==> config.mk <==
export PLATFORM = sky130hd
export DESIGN_NAME = fdivsqrt_arbiter
export DESIGN_NICKNAME = d
export VERILOG_FILES = /design/src/rtl/fdivsqrt_arbiter.sv
export SDC_FILE = /design/constraint.sdc
export NUM_CORES = 1
export LEC_CHECK = 0
export CAP_MARGIN = 20
export CORE_AREA = 2 2 229 231
export CTS_CLUSTER_DIAMETER = 200
export DETAILED_ROUTE_END_ITERATION = 7
export DIE_AREA = 0 0 231 233
export GPL_ROUTABILITY_DRIVEN = 0
export SYNTH_ARGS = -nofsm -noshare
export SYNTH_HDL_FRONTEND = slang
export SYNTH_SLANG_ARGS = --single-unit
export TNS_END_PERCENT = 5
==> constraint.sdc <==
create_clock -name clk -period 3.45 [get_ports clk]
set_input_delay 0.69 -clock clk [delete_from_list [all_inputs] [get_ports clk]]
set_output_delay 0.69 -clock clk [all_outputs]
set_load 0.005 [all_outputs]
==> src/rtl/fdivsqrt_arbiter.sv <==
// Purpose: shares one divide/sqrt unit between the integer (I) and FP (F) requesters.
// Latency: accept -> unit_start is 1 cycle; unit_done -> rsp_valid is 1 cycle.
// Backpressure: one op in flight; no request is accepted until the response is taken or flushed.
//
// Ports:
//   clk, reset                   clock, async active-low reset
//   i_valid/i_ready/i_op/i_tag   integer request channel
//   f_valid/f_ready/f_op/f_tag   FP request channel
//   flush                        kills all accepted, unreturned work
//   unit_start/isint/op/flush    control and operands towards the divsqrt unit
//   unit_busy/done/result        status and result from the divsqrt unit
//   rsp_valid/ready/isint/tag/result  response channel back to the owner
//   wdog_err                     sticky unit-timeout flag
module fdivsqrt_arbiter #(
  parameter int XLEN = 64,
  parameter int OPW  = 2*XLEN+8,
  parameter int RESW = XLEN+8,
  parameter int TAGW = 5,
  parameter int TOUT = 255
) (
  input  logic            clk,
  input  logic            reset,
  input  logic            i_valid,
  output logic            i_ready,
  input  logic [OPW-1:0]  i_op,
  input  logic [TAGW-1:0] i_tag,
  input  logic            f_valid,
  output logic            f_ready,
  input  logic [OPW-1:0]  f_op,
  input  logic [TAGW-1:0] f_tag,
  input  logic            flush,
  output logic            unit_start,
  output logic            unit_isint,
  output logic [OPW-1:0]  unit_op,
  input  logic            unit_busy,
  input  logic            unit_done,
  input  logic [RESW-1:0] unit_result,
  output logic            unit_flush,
  output logic            rsp_valid,
  input  logic            rsp_ready,
  output logic            rsp_isint,
  output logic [TAGW-1:0] rsp_tag,
  output logic [RESW-1:0] rsp_result,
  output logic            wdog_err
);

  localparam int CW = $clog2(TOUT + 1);

  typedef enum logic [2:0] {
    S_IDLE  = 3'd0,
    S_ISSUE = 3'd1,
    S_BUSY  = 3'd2,
    S_RESP  = 3'd3,
    S_DRAIN = 3'd4
  } state_t;

  state_t          state_q, state_d;
  logic [OPW-1:0]  op_q, op_d;
  logic [TAGW-1:0] tag_q, tag_d;
  logic            isint_q, isint_d;
  // 1 = F was granted last, so I wins the next tie.
  logic            rr_last_q, rr_last_d;
  logic [CW-1:0]   cnt_q, cnt_d;
  logic            wdog_err_q, wdog_err_d;
  logic [RESW-1:0] result_q, result_d;

  logic            grant_i, grant_f;
  logic            start_c, uflush_c;

  always_comb begin
    state_d    = state_q;
    op_d       = op_q;
    tag_d      = tag_q;
    isint_d    = isint_q;
    rr_last_d  = rr_last_q;
    cnt_d      = cnt_q;
    wdog_err_d = wdog_err_q;
    result_d   = result_q;
    grant_i    = 1'b0;
    grant_f    = 1'b0;
    start_c    = 1'b0;
    uflush_c   = 1'b0;

    case (state_q)
      S_IDLE: begin
        if (!flush) begin
          if (i_valid && (!f_valid || rr_last_q)) begin
            grant_i = 1'b1;
          end else if (f_valid) begin
            grant_f = 1'b1;
          end
        end
        if (grant_i) begin
          op_d      = i_op;
          tag_d     = i_tag;
          isint_d   = 1'b1;
          rr_last_d = 1'b0;
          state_d   = S_ISSUE;
        end else if (grant_f) begin
          op_d      = f_op;
          tag_d     = f_tag;
          isint_d   = 1'b0;
          rr_last_d = 1'b1;
          state_d   = S_ISSUE;
        end
      end

      S_ISSUE: begin
        if (flush) begin
          state_d = S_IDLE;
        end else begin
          start_c = 1'b1;
          cnt_d   = '0;
          // A unit that completes in its start cycle is still captured.
          if (unit_done) begin
            result_d = unit_result;
            state_d  = S_RESP;
          end else begin
            state_d = S_BUSY;
          end
        end
      end

      S_BUSY: begin
        cnt_d = cnt_q + CW'(1);
        if (flush) begin
          // Flush beats a same-cycle unit_done: the result is dropped.
          uflush_c = 1'b1;
          state_d  = S_DRAIN;
        end else if (unit_done) begin
          result_d = unit_result;
          state_d  = S_RESP;
        end else if (cnt_q == CW'(TOUT - 1)) begin
          // This is the TOUT-th cycle spent in BUSY.
          wdog_err_d = 1'b1;
          uflush_c   = 1'b1;
          state_d    = S_DRAIN;
        end
      end

      S_RESP: begin
        if (flush || rsp_ready) begin
          state_d = S_IDLE;
        end
      end

      S_DRAIN: begin
        uflush_c = 1'b1;
        // Any unit_done arriving here belongs to killed work and is ignored.
        if (!flush && !unit_busy && !unit_done) begin
          state_d = S_IDLE;
        end
      end

      default: state_d = S_IDLE;
    endcase
  end

  always_ff @(posedge clk or negedge reset) begin
    if (!reset) begin
      state_q    <= S_IDLE;
      op_q       <= '0;
      tag_q      <= '0;
      isint_q    <= 1'b0;
      rr_last_q  <= 1'b1;
      cnt_q      <= '0;
      wdog_err_q <= 1'b0;
      result_q   <= '0;
    end else begin
      state_q    <= state_d;
      op_q       <= op_d;
      tag_q      <= tag_d;
      isint_q    <= isint_d;
      rr_last_q  <= rr_last_d;
      cnt_q      <= cnt_d;
      wdog_err_q <= wdog_err_d;
      result_q   <= result_d;
    end
  end

  // Ready is the grant itself; gating with reset keeps it low while reset is held.
  assign i_ready    = grant_i & reset;
  assign f_ready    = grant_f & reset;
  assign unit_start = start_c;
  assign unit_flush = uflush_c;
  assign unit_isint = isint_q;
  assign unit_op    = op_q;
  assign rsp_valid  = (state_q == S_RESP);
  assign rsp_isint  = isint_q;
  assign rsp_tag    = tag_q;
  assign rsp_result = result_q;
  assign wdog_err   = wdog_err_q;

endmodule

Word-level counts from Yosys, hierarchy flattened:

Cells that the tools add are included.

* register bits: 227
* bits of input ports: 362

* add/sub/neg operators: 1
* equality and inequality tests: 10
* mux-type cells: 35
* bitwise logic cells: 4
* reduce and logical (&&, ||, !) cells: 18

Operator list (number)
* $mux W136: 2
* $mux W3: 7
* $mux W1: 19
* $pmux W8 S2: 1
* $pmux W3 S5: 1
* $mux W5: 2
* $add A8 B1 Y8 const B: 1
* $eq A8 B8 Y1 const B: 1
* $mux W8: 1
* $reduce_and A4 Y1: 2
* $eq A3 B2 Y1 const B: 2
* $logic_not A1 Y1: 4
* $ne A2 B2 Y1 const B: 2
* $ne A4 B4 Y1 const B: 1
* $reduce_and A2 Y1: 2
* $reduce_bool A2 Y1: 2
* $eq A3 B1 Y1 const B: 1
* $eq A3 B3 Y1 const B: 1
* $logic_and A1 B1 Y1: 3
* $logic_not A3 Y1: 1
* $ne A3 B3 Y1 const B: 1
* $reduce_and A3 Y1: 1
* $and A1 B1 Y1: 2
* $logic_or A1 B1 Y1: 2
* other kinds (5): 6

Depth between registers and ports, before layout:

Gate-level depths: netlist of run 1.

* depth after elaboration: 9
* depth in mapped cells: 9

Worst setup path before layout of run 1:

OpenSTA, ideal clock, no wires.

* path type: reg2out
* start: register state_q[2]
* end: output i_ready
* arrival time: 1.835 ns
* data required time: 2.760 ns
* path slack: 0.925 ns
* cell stages (with the launch flop): 8
* buffers on the path: 4
* cells stage by stage: dfrtp_1 > buf_2 > or3_1 > buf_2 > nor4b_4 > buf_4 > buf_2 > and2_1

* longest elaborated chain between the ends: 3

Ends and longest elaborated chain
* start, declared: RTL line 57 `state_t state_q, state_d;`
* start signal, assigned: RTL line 170 `state_q <= state_d;`
* $logic_not A3 Y1: RTL line 84 `case (state_q)`
* $mux W1: RTL line 84
* $and A1 B1 Y1: RTL line 182 `assign i_ready = grant_i & reset;`
* end, declared: RTL line 24 `output logic i_ready,`

Every way passes these cells.

Worst setup path after layout of run 1:

Ends and elaborated chain as after synthesis.

==> reports/metrics.yaml, run 1 <==
synth:
  synth_flop_cell: "dfrtp_1"
  synth_nets: 1224
  synthArstFlopShare_pct: 100
  ys_seq_area_share_pct: 60.2
  synth_area_um2: 9430
  synth-seq-cells: 227
  ys.warnings.count: 0
  syn_avg_cell_area_um2: 11.0
  synth_cells: 860
  synth.distinct_cells: 42
  synth_edf_count: 0
cts:
  htree_levels: 1
  cts_tree: "done"
  cts_buffers: 27
  clockBufferDepth: 3
  cts_sinks: 227
  root_buffer: "clkbuf_16"
  clock_latency_ns: 0.57
  cts_setup_buffers: 0
  clkTransAtPathRegs_ns: 0.06
sta:
  setup_viol: 0
  period_share_pct: 96.5
  fin_crit_ns: 3.33
  grt_setup_unrepaired: "false"
  setup-tns-final_ns: 0
  relSlewSlack_pct: 34.2
  fin_hold_ws_ns: 0.480
  slew_violations: 0
  hold_viol: 0
  fmax_mhz: 300
  fin_worst_skew_ns: 0.0234
  finalWorstSetupSlack_ns: 0.121
  max_slew.worst_pin.slew_ns: 0.985
worst_hold_path:
  hp-start: "unit_op[84]"
  hold_class: "reg -> reg"
global_route:
  grt_antenna_before_repair: 4
  grt.overflow.total: 0
  grt_pass1_wl_um: 59400
  grtUsageTotal_pct: 14.6
  grt_max_degree: 138
  grt_pass1_vias: 9458
route:
  initialDrtViolationCount: 315
  drtAntennaViolNets: 0
  top_layer_used: "met5"
  met3WireLength_um: 4310
  wl_um: 41000
  drt-met1-wl_um: 14900
  dr.pass1.iters: 4
  vias: 8865
  wl_per_cell_um: 19.3
  viasPerCell: 4.17
  wl_met2_um: 20500
  route.detailed.drc: 0
power_and_ir_drop:
  swShare_pct: 31.3
  peakVddDrop_mv: 0.372
  power_frac_comb_pct: 43.2
  power_leakage_nw: 7.39
  clockPowerShare_pct: 22.7
  p_sw_w: 0.00429
  pwr_density_cell_nw_per_um2: 804
  seqPwrFrac_pct: 34.1
  p_int_w: 0.00941
critical_path:
  critical_path_depth: 5
  critical_path.top_delay_family: "simple AND/OR/NAND/NOR gates"
  path_buf_inv: 2
  arrival_ns: 2.64
  timing.rr.end: "unit_op[8]"
  slowest_delay_ns: 0.49
  endpoint_kind: "output port"
  reg2reg_from: "state_q[2]"
  slowest_stage: "clkdlybuf4s50_1"
  critPathMaxFanout: 9
  timing.critical_path.to: "i_ready"
  r2r_cells: 6
  path_cells: "or3_4 > buf_4 > nor4b_4 > and2_1 > clkdlybuf4s50_1"
  start_kind: "register"
  criticalPathCategory: "reg -> out"
  crit_start: "state_q[2]"
  crit_required_ns: 2.76
  r2r_setup_slack_ns: 1.06
cells_and_area:
  nets: 1792
  layout_commonest_cell: "clkdlybuf4s50_1"
  syn_to_final_growth_pct: 80.7
  drive_gt1_share_pct: 9.90
  layout_common_cells: "clkdlybuf4s50_1 (581), nand2_1 (273), dfrtp_1 (224)"
  n_fill_cell: 5218
  final_area_um2: 17000
die:
  die_h_um: 233
  ios: 583
  rows: 83
  dieWidth_um: 231
  core_um2: 51100
  start_util_pct: 18.5
  die_area_um2: 53800
place:
  placed_cell_area_um2: 16100
  dp_hpwl_um: 30900
  io_buffer_count: 582
  pre_cts_ws_ns: 0.243
job:
  drv_cap: 0
run_status:
  status: "finished, final reports clean"
## how the worst min path moves through the flow
stage | to | slack (ns) | depth (start not counted)
5_1_grt | unit_op[85] | 0.51 | 2
3_3_place_gp | unit_op[85] | 0.47 | 2
4_1_cts | cnt_q[7] | 0.49 | 1
2_1_floorplan | cnt_q[0] | 0.39 | 0
3_5_place_dp | unit_op[84] | 0.47 | 2
6_report | unit_op[84] | 0.48 | 2
## final cells by class
class	instances	area (um^2)	share of cell area (%)
Clock inverter	11	198	1.16
Multi-Input combinational cell	568	3490	20.5
Timing Repair Buffer	598	6030	35.4
Clock buffer	35	766	4.49
Tap cell	680	851	4.99
Sequential cell	227	5680	33.4
Antenna cell	1	2.50	0.0147
Inverter	6	22.5	0.132
## worst reg2reg max path: stages, from the launching register on
cell	delay, ns
dfrtp_2	0.46
or3_4	0.45
buf_4	0.18
nor4b_4	0.30
buf_12	0.50
a22oi_1	0.32
nand2_1	0.11
## through the flow
| step | total power [W] | instances | utilization (%) |
|---|---|---|---|
| detailed placement | 0.0107 | 2078 | 31.4 |
| global route | 0.0146 | 2125 | 33.3 |
| CTS | 0.0139 | 2125 | 33.3 |
| global placement | 0.0106 | 2078 | 31.4 |
| floorplan | 0.00675 | 860 | - |
| finish | 0.0137 | 2126 | 33.4 |
## Yosys cell counts, types with 2 or more instances
cell      instances  area share, %
mux2i_1          19            2.0
o21ai_0          33            1.8
nand2_1         273             11
ha_1              2           0.27
o31ai_1           2           0.16
mux2_2           72            8.6
a22oi_1         122            9.7
clkbuf_1         30            1.2
nand3_1           4           0.21
nand2b_1          2           0.13
and3_1            2           0.13
nand4_1           3           0.20
nor2_1            8           0.32
a21o_1            2           0.16
buf_1             2          0.080
a31oi_1           2           0.13
dfrtp_1         226             60
inv_1             6           0.24
buf_4             2           0.16
buf_2            25            1.3
and2_1            2           0.13
## power by group through the flow
| stage | registers, W | clock network [W] | logic, W |
|---|---|---|---|
| after global routing | 0.00484 | 0.00333 | 0.00644 |
| final | 0.00468 | 0.00311 | 0.00592 |
| after CTS | 0.00468 | 0.00320 | 0.00605 |
| after detailed placement | 0.00468 | 0 | 0.00601 |
| after global placement | 0.00464 | 0 | 0.00596 |
| after floorplan | 0.00467 | 0 | 0.00208 |
## cells by family (layout without fill, tap and decap cells)
group           count (synthesis)  count (layout)  synth area share, %
xor+xnor                        1               1               0.0929
fa+ha+maj                       2               2                0.265
simple gates                  303             303                 12.8
compound gates                171             171                 13.0
other cells                     0               1                    0
buf+inv                        65             650                 3.00
mux                            91              91                 10.6
flops                         227             227                 60.2
## registers in the layout, indices dropped and copies added, names as in the netlist
signal      flops
unit_op       136
rsp_result     72
cnt_q           8
rsp_tag         5
state_q         3
rr_last_q       1
rsp_isint       1
wdog_err        1
## layer usage
metal,track usage (%),up-vias
li1,-,4115
met1,15.9,4275
met2,26.0,415
met3,5.43,58
met4,5.00,2
met5,0,-
## what timing repair did
item	CTS	global route
gates resized for setup	2	2
endpoints found under the setup margin	2	2
endpoints found under the hold margin	1	0
hold buffers	1	0
pin swaps	0	1
Note: power is estimated with default switching activity, not from simulation.
==> run 2, diff against run 1 <==
--- a/config.mk
+++ b/config.mk
@@ -11,6 +11,8 @@
 export DETAILED_ROUTE_END_ITERATION = 7
 export DIE_AREA = 0 0 231 233
 export GPL_ROUTABILITY_DRIVEN = 0
+export REMOVE_ABC_BUFFERS = 1
+export SLEW_MARGIN = 20
 export SYNTH_ARGS = -nofsm -noshare
 export SYNTH_HDL_FRONTEND = slang
 export SYNTH_SLANG_ARGS = --single-unit
==> run 2 against run 1 <==
- sequential power about the same
- largest power group unchanged
- critical path type unchanged
- first-iteration DRC count up 18%
- combinational power down 2%
- utilization down 0.13 points
- clock skew down 0.013 ns
- non-clock buffer count up 6
==> reports/metrics.yaml, run 2 (synthesis gave the netlist of run 1 again) <==
run_status:
  status: "finished, final reports clean"
critical_path:
  arrival_ns: 2.60  # -0.04 ns
  path_buf_inv: 1  # -1
  path_cells: "or3_4 > nor4b_4 > and2_1 > clkdlybuf4s50_1"
  crit_required_ns: 2.76  # about the same
  endpoint_kind: "output port"
  criticalPathCategory: "reg -> out"
  start_kind: "register"
  critical_path.top_delay_family: "simple AND/OR/NAND/NOR gates"
  critPathMaxFanout: 9  # unchanged
  slowest_delay_ns: 0.56  # +0.07 ns
  slowest_stage: "clkdlybuf4s50_1"
route:
  drtAntennaViolNets: 0  # unchanged
  wl_per_cell_um: 17.6  # -8.6%
  vias: 8929  # +0.72%
  dr.pass1.iters: 5  # +1
  route.detailed.drc: 0  # unchanged
  wl_um: 37700  # -8.2%
  viasPerCell: 4.18  # +0.30%
  initialDrtViolationCount: 372  # +18%
sta:
  period_share_pct: 95.4  # -1.1 points
  finalWorstSetupSlack_ns: 0.158  # +0.0373 ns
  max_slew.worst_pin.slew_ns: 0.956  # -0.0295 ns
  setup_viol: 0  # unchanged
  fin_crit_ns: 3.29  # -0.0373 ns
  grt_setup_unrepaired: "false"
  slew_violations: 0  # unchanged
  hold_viol: 0  # unchanged
  fin_worst_skew_ns: 0.0104  # -0.0130 ns
  relSlewSlack_pct: 36.1  # +2.0 points
  fmax_mhz: 304  # +1.1%
cts:
  root_buffer: "clkbuf_16"
  clkTransAtPathRegs_ns: 0.06  # about the same
  cts_buffers: 27  # unchanged
  clock_latency_ns: 0.57  # about the same
  cts_sinks: 227  # unchanged
  cts_tree: "done"
  htree_levels: 1  # unchanged
  clockBufferDepth: 3  # unchanged
die:
  ios: 583  # unchanged
  start_util_pct: 18.5  # unchanged
  dieWidth_um: 231  # unchanged
  die_h_um: 233  # unchanged
  core_um2: 51100  # unchanged
  rows: 83  # unchanged
  die_area_um2: 53800  # unchanged
cells_and_area:
  largest_reg_flops: 136  # unchanged
  layout_common_cells: "clkdlybuf4s50_1 (580), nand2_1 (273), dfrtp_1 (226)"
  final_area_um2: 17000  # -0.39%
  drive_gt1_share_pct: 9.90  # about the same
  n_fill_cell: 5249  # +0.59%
  nets: 1798  # +0.33%
  utilization_pct: 33.2  # -0.13 points
  layout_commonest_cell: "clkdlybuf4s50_1"
  antenna_cells: 0  # -1
  syn_to_final_growth_pct: 80.0
power_and_ir_drop:
  peakVddDrop_mv: 0.437  # +17%
  pwr_density_cell_nw_per_um2: 782  # -2.7%
  power_leakage_nw: 7.38  # -0.15%
global_route:
  grt_antenna_before_repair: 1  # -3
  grt_pass1_vias: 9230  # -2.4%
  grt_pass1_wl_um: 55700  # -6.3%
  grt_max_degree: 124  # -10%
  grt.overflow.total: 0  # unchanged
  grtUsageTotal_pct: 13.2  # -1.4 points
place:
  placed_cell_area_um2: 16100  # +0.16%
  pre_cts_ws_ns: 0.130  # -0.113 ns
  dp_hpwl_um: 27600  # -11%
  io_buffer_count: 582  # unchanged
worst_hold_path:
  hold_class: "reg -> reg"
job:
  drv_cap: 0  # unchanged
## run 2: cell types whose count changed in the layout (fill, tap and decap cells not counted), sizes merged
| cell | delta |
|---|---|
| buf | +6 |
| bufinv | -5 |
| clkbuf | +8 |
| clkdlybuf4s50 | -1 |
| clkinv | +1 |
| diode | -1 |
| dlygate4sd2 | +1 |
## run 2: where the power goes
part | switching, W | internal (W)
Sequential | 0.000737 | 0.00392
Combinational | 0.00224 | 0.00357
Clock | 0.00118 | 0.00162
## run 2: worst paths after layout
check                             from          end  slack, ns  depth (start not counted)
max                         state_q[2]      i_ready       0.16                          4
min                        unit_op[92]  unit_op[92]       0.48                          2
max reg2reg                 state_q[2]   rsp_tag[4]       0.90                          6
min reg2reg                unit_op[92]  unit_op[92]       0.48                          2
max in group asynchronous        reset  unit_op[15]       1.09                          4
min in group asynchronous        reset   state_q[2]       0.54                          2
## run 2: per-stage QoR
step | setup TNS [ns] | hold slack, ns | power, W | cells
2_1_floorplan | -120.82 | 0.394 | 0.00671 | 801
3_3_place_gp | 0 | 0.465 | 0.0104 | 2083
3_5_place_dp | 0 | 0.470 | 0.0106 | 2083
4_1_cts | 0 | 0.484 | 0.0135 | 2135
5_1_grt | 0 | 0.506 | 0.0142 | 2135
6_report | 0 | 0.476 | 0.0133 | 2135
## run 2: routing by layer
| layer | routed length (um) | GRT usage, % | up-vias |
|---|---|---|---|
| met5 | 0 | 0 | - |
| met4 | 971 | 3.55 | 0 |
| met3 | 3150 | 4.07 | 56 |
| met2 | 18700 | 23.1 | 401 |
| met1 | 14900 | 15.7 | 4327 |
| li1 | - | - | 4145 |
## run 2: what timing repair did
item	CTS	global route
setup endpoints to repair	1	0
hold endpoints to repair	16	0
hold buffers	1	0
gates resized for setup	2	0
buffers inserted	1	0
## run 2: cell type report
class	count	area [um^2]	area share, %
sequential	227	5680	33.5
inverter	6	22.5	0.133
tap	680	851	5.01
clock buffer	43	816	4.81
multi-input combinational	568	3490	20.5
timing repair buffer	604	6060	35.7
clock inverter	7	56.3	0.332
## run 2: worst reg2reg max path: stages (launching register included)
cell and delay, ns:
dfrtp_1 0.46, or3_4 0.47, nor4b_4 0.24, buf_4 0.26, buf_4 0.61, a22oi_1 0.34
nand2_1 0.11
==> run 3, diff against run 2 <==
--- a/config.mk
+++ b/config.mk
@@ -5,6 +5,7 @@
 export SDC_FILE = /design/constraint.sdc
 export NUM_CORES = 1
 export LEC_CHECK = 0
+export ABC_CLOCK_PERIOD_IN_PS = 3450
 export CAP_MARGIN = 20
 export CORE_AREA = 2 2 229 231
 export CTS_CLUSTER_DIAMETER = 200
@@ -12,7 +13,7 @@
 export DIE_AREA = 0 0 231 233
 export GPL_ROUTABILITY_DRIVEN = 0
 export REMOVE_ABC_BUFFERS = 1
-export SLEW_MARGIN = 20
+export SLEW_MARGIN = 25
 export SYNTH_ARGS = -nofsm -noshare
 export SYNTH_HDL_FRONTEND = slang
 export SYNTH_SLANG_ARGS = --single-unit
==> results of run 3 <==
Same layout as run 2: the final DEF is identical, and so are final timing and power.
